<file path="src/rtl/seq_calc_core.sv">
// Shared iterative arithmetic engine: add/sub/cmp in one pass, mul/div/mod/sqrt/sqr one bit per cycle.
// Operands are captured on start_i; result and flags are registered and presented with a done_o pulse.
module seq_calc_core #(
  parameter int WIDTH = 4
) (
  input  logic                 clk,
  input  logic                 rst_n,
  input  logic                 start_i,
  input  logic [2:0]           op_i,
  input  logic [WIDTH-1:0]     a_i,
  input  logic [WIDTH-1:0]     b_i,
  output logic                 busy_o,
  output logic                 done_o,
  output logic [2*WIDTH-1:0]   result_o,
  output logic                 neg_o,
  output logic                 err_o
);
  localparam int RW = 2 * WIDTH;
  localparam int CW = $clog2(WIDTH) + 1;

  localparam logic [2:0] OP_ADD  = 3'd0;
  localparam logic [2:0] OP_SUB  = 3'd1;
  localparam logic [2:0] OP_DIV  = 3'd2;
  localparam logic [2:0] OP_MUL  = 3'd3;
  localparam logic [2:0] OP_MOD  = 3'd4;
  localparam logic [2:0] OP_SQRT = 3'd5;
  localparam logic [2:0] OP_CMP  = 3'd6;
  localparam logic [2:0] OP_SQR  = 3'd7;

  typedef enum logic [1:0] {IDLE, CALC, DONE} state_t;

  state_t           state, state_nxt;
  logic [CW-1:0]    cnt;
  logic [2:0]       op;
  logic [WIDTH-1:0] a, b;
  logic [RW-1:0]    acc, acc_s, x, x_s;
  logic [WIDTH-1:0] y, y_s;
  logic [WIDTH+1:0] r, r_s;
  logic [WIDTH:0]   div_trial, div_diff;
  logic [WIDTH+1:0] sq_rem, sq_trial;
  logic             iterative_req;
  logic [RW-1:0]    res;
  logic             neg, err;

  assign iterative_req = !(op_i == OP_ADD || op_i == OP_SUB || op_i == OP_CMP);
  assign busy_o        = (state != IDLE);

  always_ff @(posedge clk or negedge rst_n) begin
    if (!rst_n) state <= IDLE;
    else        state <= state_nxt;
  end

  always_comb begin
    state_nxt = state;
    case (state)
      IDLE:    if (start_i) state_nxt = CALC;
      CALC:    if (cnt == '0) state_nxt = DONE;
      DONE:    state_nxt = IDLE;
      default: state_nxt = IDLE;
    endcase
  end

  // y doubles as multiplier, dividend/quotient shift register, or developing root
  assign div_trial = {r[WIDTH-1:0], y[WIDTH-1]};
  assign div_diff  = div_trial - {1'b0, b};
  assign sq_rem    = {r[WIDTH-1:0], x[RW-1 -: 2]};
  assign sq_trial  = {y, 2'b01};

  always_comb begin
    acc_s = acc;
    x_s   = x;
    y_s   = y;
    r_s   = r;
    case (op)
      OP_MUL, OP_SQR: begin
        if (y[0]) acc_s = acc + x;
        x_s = x << 1;
        y_s = y >> 1;
      end
      OP_DIV, OP_MOD: begin
        if (div_trial >= {1'b0, b}) begin
          r_s = {1'b0, div_diff};
          y_s = {y[WIDTH-2:0], 1'b1};
        end else begin
          r_s = {1'b0, div_trial};
          y_s = {y[WIDTH-2:0], 1'b0};
        end
      end
      OP_SQRT: begin
        x_s = x << 2;
        if (sq_rem >= sq_trial) begin
          r_s = sq_rem - sq_trial;
          y_s = {y[WIDTH-2:0], 1'b1};
        end else begin
          r_s = sq_rem;
          y_s = {y[WIDTH-2:0], 1'b0};
        end
      end
      default: ;
    endcase
  end

  always_ff @(posedge clk or negedge rst_n) begin
    if (!rst_n) begin
      cnt <= '0;
      op  <= '0;
      a   <= '0;
      b   <= '0;
      acc <= '0;
      x   <= '0;
      y   <= '0;
      r   <= '0;
    end else if (state == IDLE && start_i) begin
      op  <= op_i;
      a   <= a_i;
      b   <= b_i;
      cnt <= iterative_req ? CW'(WIDTH - 1) : '0;
      acc <= '0;
      r   <= '0;
      x   <= (op_i == OP_SQRT) ? {b_i, a_i} : RW'(a_i);
      y   <= (op_i == OP_MUL) ? b_i : (op_i == OP_SQRT) ? '0 : a_i;
    end else if (state == CALC) begin
      cnt <= cnt - CW'(1);
      acc <= acc_s;
      x   <= x_s;
      y   <= y_s;
      r   <= r_s;
    end
  end

  always_comb begin
    res = '0;
    case (op)
      OP_ADD:         res = RW'(a) + RW'(b);
      OP_SUB:         res = RW'(a) - RW'(b);
      OP_CMP:         res = (a == b) ? '0 : (a > b) ? RW'(1) : RW'(2);
      OP_MUL, OP_SQR: res = acc;
      OP_DIV,
      OP_SQRT:        res = RW'(y);
      OP_MOD:         res = RW'(r[WIDTH-1:0]);
      default:        res = '0;
    endcase
  end

  assign neg = (op == OP_SUB) && (a < b);
  assign err = (op == OP_DIV || op == OP_MOD) && (b == '0);

  always_ff @(posedge clk or negedge rst_n) begin
    if (!rst_n) begin
      done_o   <= 1'b0;
      result_o <= '0;
      neg_o    <= 1'b0;
      err_o    <= 1'b0;
    end else begin
      done_o <= (state == DONE);
      if (state == DONE) begin
        result_o <= res;
        neg_o    <= neg;
        err_o    <= err;
      end
    end
  end
endmodule

</file>
<file path="config.mk">
export PLATFORM = sky130hd
export DESIGN_NAME = seq_calc_core
export DESIGN_NICKNAME = d
export VERILOG_FILES = /design/src/rtl/seq_calc_core.sv
export SDC_FILE = /design/constraint.sdc
export NUM_CORES = 1
export LEC_CHECK = 0
export ABC_CLOCK_PERIOD_IN_PS = 2360
export BUFFER_PORTS_ARGS = -buffer_cell sky130_fd_sc_hd__buf_2
export CAP_MARGIN = 30
export CORE_MARGIN = 2
export CORE_UTILIZATION = 28
export CTS_BUF_LIST = sky130_fd_sc_hd__clkbuf_2 sky130_fd_sc_hd__clkbuf_4 sky130_fd_sc_hd__clkbuf_8
export CTS_CLUSTER_SIZE = 40
export DETAILED_ROUTE_END_ITERATION = 12
export PLACE_DENSITY_LB_ADDON = 0.08
export SETUP_SLACK_MARGIN = 0.2
export SLEW_MARGIN = 15
export SYNTH_ARGS = -nofsm -noshare
export SYNTH_HDL_FRONTEND = slang
export SYNTH_SLANG_ARGS = --single-unit
</file>
<file path="constraint.sdc">
create_clock -name clk -period 2.36 [get_ports clk]
set_clock_uncertainty 0.2 [all_clocks]
set_input_delay 0.236 -clock clk [delete_from_list [all_inputs] [get_ports clk]]
set_output_delay 0.236 -clock clk [all_outputs]
set_load 0.02 [all_outputs]
</file>
==> results.rst <==
.. list-table::
   :header-rows: 1

   * - Metric
     - Value
   * - Outcome
     - finished clean
   * - Destination of the worst hold path
     - a[0]
   * - GPL Wtd Cong
     - 0.833
   * - Max IR drop VDD
     - 377 uV
   * - Share of power burned in registers
     - 26.8%
   * - Global Route Usage Sum
     - 16.8%
   * - Critical-path maximum fanout
     - 7
   * - Number of antenna violations at the first check in global routing
     - 0
   * - Fraction of synthesized cell area taken by the top area cell type
     - 35.8%
   * - Max transition margin
     - 66.9%
   * - Achievable clock frequency
     - 461 MHz
   * - Number of synthesized register bits
     - 51
   * - Placed Cells incl. Taps
     - 608
   * - Layout cells sized above 1
     - 23.2%
   * - Remaining global-route overflow
     - 0
   * - Total via count in the routed design
     - 3049
   * - Number of distinct library cells after synthesis
     - 57
   * - Number of max-capacitance violations reported
     - 0
   * - RSZ-0062 raised after global routing
     - true
   * - Pin count of the biggest net entering global routing
     - 52
   * - Final standard cell utilization of the core
     - 35.1%
   * - Worst-case clock buffer depth
     - 2
   * - Sequential-to-total area share from yosys stat
     - 35.8%
   * - Quantity of I/O buffers inserted on ports
     - 25
   * - Area added between synthesis and finish
     - 23.3%
   * - CP Launch Type
     - register
   * - Setup CP Type
     - register to register
   * - Clock buffer count from CTS
     - 5
   * - Fin worst setup slack
     - 0.190 ns
   * - Clock root buffer master
     - sky130_fd_sc_hd__clkbuf_8
   * - Post-synth EDFFs
     - 0
   * - Post-route DRC violation count
     - 0
   * - Post-route non-filler standard cell count
     - 634
   * - Worst skew pair latency
     - 0.33 ns
   * - Net count reported at finish
     - 506
   * - Number of warnings issued by yosys
     - 0
   * - Post-detailed-route via-to-cell ratio
     - 4.81
   * - Clock edge transition at the registers on the reported setup and hold paths
     - 0.10 ns
   * - Setup slack on the worst flop-to-flop path
     - 0.19 ns
   * - Count of mapped cells out of synthesis
     - 403
   * - Number of cells traversed by the worst hold path
     - 3
   * - Post-route antenna net violation count
     - 0
   * - Fraction of power spent switching nets
     - 47.0%
   * - Predominant post-synthesis flop cell
     - sky130_fd_sc_hd__dfrtp_1
   * - Post-Route WL
     - 10700 microns
   * - Portion of total power attributed to the clock network
     - 8.6%
   * - Reported leakage power
     - 1.99 nW
   * - Critical path origin
     - r[0]
   * - Number of nets produced by synthesis
     - 448
   * - Internal power
     - 3.39 mW
   * - Std-Cell Rows
     - 41
   * - Average routed wire per standard cell
     - 16.9 microns
   * - Setup Viol. Count Final
     - 0
   * - # H-tree levels
     - 2
   * - PD cells
     - 1460 nW/um^2
   * - Clock tree from TritonCTS
     - yes
   * - Number of search-and-repair iterations in the first detailed-routing pass
     - 4
   * - Per-instance average area after synthesis
     - 8.84 sq um
   * - Worst slack at placement
     - -0.00350 ns
   * - Hold violation count in the final report
     - 0
   * - I/O Pins
     - 26
   * - Comb power frac
     - 64.6%
   * - Starting density of the core
     - 28.4%
   * - Crit path arrival time
     - 2.19 ns
   * - Global-route wire length before repair
     - 17100 microns
   * - Sw power
     - 3.00 mW
   * - R2R cell count
     - 6
   * - Die area
     - 13600 sq um
   * - Aggregate negative setup slack
     - 0 ns
   * - Slew Limit Fails
     - 0
   * - Most common library cell in the layout ignoring fill and taps
     - sky130_fd_sc_hd__dfrtp_1
   * - Fin crit period
     - 2.17 ns
   * - Endpoint of the most critical register-to-register path
     - r[3]
   * - Core area
     - 12500 sq um
   * - Top post-synthesis cells by area
     - sky130_fd_sc_hd__dfrtp_1 (36%), sky130_fd_sc_hd__ha_1 (9.5%), sky130_fd_sc_hd__o21ai_0 (4.9%)
   * - Type of the worst min-delay path
     - input pin to register
   * - Critical hold path startpoint
     - a_i[0]
   * - Crit share post-route
     - 92.0%
   * - Via count of the first global-routing pass
     - 2997
   * - Critical path required time
     - 2.38 ns
   * - Total inserted antenna cells
     - 0
   * - Detail Placement HPWL
     - 8260 microns
   * - FF-to-FF Start
     - r[0]
   * - Top library cells by usage in the layout, fill and taps aside
     - sky130_fd_sc_hd__dfrtp_1 (47), sky130_fd_sc_hd__nand2_1 (44), sky130_fd_sc_hd__buf_4 (35)
   * - Post-synth design cell area
     - 3560 sq um
   * - Critical path endpoint category
     - register
   * - Fillers
     - 1346
   * - Worst-margin pin slew
     - 0.484 ns
   * - DRT iter0 DRCs
     - 124
   * - Die Span X
     - 117 microns
   * - Library cell occupying the most area in the post-synthesis netlist
     - sky130_fd_sc_hd__dfrtp_1
   * - Number of sinks driven by the clock tree
     - 51
   * - Vert. Die Dim
     - 117 microns
   * - Ys async rst share
     - 100%
==> area by class of cell <==
class                           count  area, sq um  area share [%]
Timing Repair Buffer               70          508            11.6
Sequential cell                    51         1280            29.2
Tap cell                          172          215            4.90
Clock inverter                      1         5.00           0.114
Clock buffer                        7         83.8            1.91
Inverter                           27          101            2.31
Multi-Input combinational cell    306         2200            50.0
==> critical path, stage by stage (launching register included) <==
cell and delay, ns:
sky130_fd_sc_hd__dfrtp_1 0.50, sky130_fd_sc_hd__ha_1 0.34, sky130_fd_sc_hd__nand2b_1 0.14, sky130_fd_sc_hd__nand2b_1 0.07
sky130_fd_sc_hd__a2111oi_0 0.50, sky130_fd_sc_hd__or4_1 0.22, sky130_fd_sc_hd__o211ai_2 0.09
==> sequential cells by signal, summed over array words and instances, names as in the netlist <==
name	count
a	4
acc	8
b	4
cnt	3
done_o	1
err_o	1
neg_o	1
op	3
r	4
result_o	8
state	2
x	8
y	4
==> per-stage QoR <==
step                      power, mW  hold WS, ns  area [sq um]
after global placement         5.54       0.0639          4020
final                          6.39       0.0228          4390
after CTS                      6.18      0.00182          4240
after global routing           7.04       0.0259          4390
after floorplan                4.29       -0.260          3560
after detailed placement       5.50       0.0594          4020
==> how the worst max path moves through the flow <==
stage             endpoint
2_1_floorplan  result_o[3]
3_3_place_gp   result_o[4]
3_5_place_dp   result_o[4]
4_1_cts               y[0]
5_1_grt               r[3]
6_report              r[3]
==> logic make-up after synthesis <==
family,after synthesis,share of synthesized area [%]
adder cells (fa/ha/maj),31,11.7
XOR/XNOR,12,2.95
buffers and inverters,46,5.45
multiplexers,21,6.18
AO/OA/AOI/OAI,116,20.7
flip-flops,51,35.8
AND/OR/NAND/NOR,126,17.1
==> synth_stat cells, types with 6 or more instances <==
library cell / instances
sky130_fd_sc_hd__a21oi_1: 30
sky130_fd_sc_hd__nor3_1: 6
sky130_fd_sc_hd__ha_1: 27
sky130_fd_sc_hd__mux2_2: 8
sky130_fd_sc_hd__nand2_1: 44
sky130_fd_sc_hd__dfrtp_1: 51
sky130_fd_sc_hd__xnor2_1: 6
sky130_fd_sc_hd__nand2b_1: 10
sky130_fd_sc_hd__xor2_1: 6
sky130_fd_sc_hd__mux2i_1: 13
sky130_fd_sc_hd__clkbuf_1: 9
sky130_fd_sc_hd__buf_2: 8
sky130_fd_sc_hd__nor2_1: 31
sky130_fd_sc_hd__a31oi_1: 6
sky130_fd_sc_hd__inv_1: 27
sky130_fd_sc_hd__o21ai_0: 35
sky130_fd_sc_hd__nand3_1: 9
==> layer usage <==
| metal | vias up | global-route usage (%) | share of wire (%) |
|---|---|---|---|
| li1 | 1542 | - | - |
| met1 | 1456 | 24.3 | 51 |
| met2 | 44 | 26.4 | 45 |
| met3 | 7 | 2.94 | 3.0 |
| met4 | 0 | 3.76 | 1.0 |
| met5 | - | 0 | 0 |
==> power groups by stage <==
stage               clock network (mW)  logic, mW  registers, mW
finish                           0.552       4.13           1.71
global route                     0.618       4.65           1.77
CTS                              0.584       3.88           1.71
detailed placement                   0       3.78           1.73
global placement                     0       3.82           1.71
floorplan                            0       2.62           1.67
==> timing repair <==
action                                  CTS  global route
endpoints found under the hold margin    58             0
endpoints found under the setup margin    6            18
pin swaps                                 2             4
setup buffers                             2             8
resized for setup                         9            25
hold buffers                              8             0
Power figures use the tool's default switching activity.
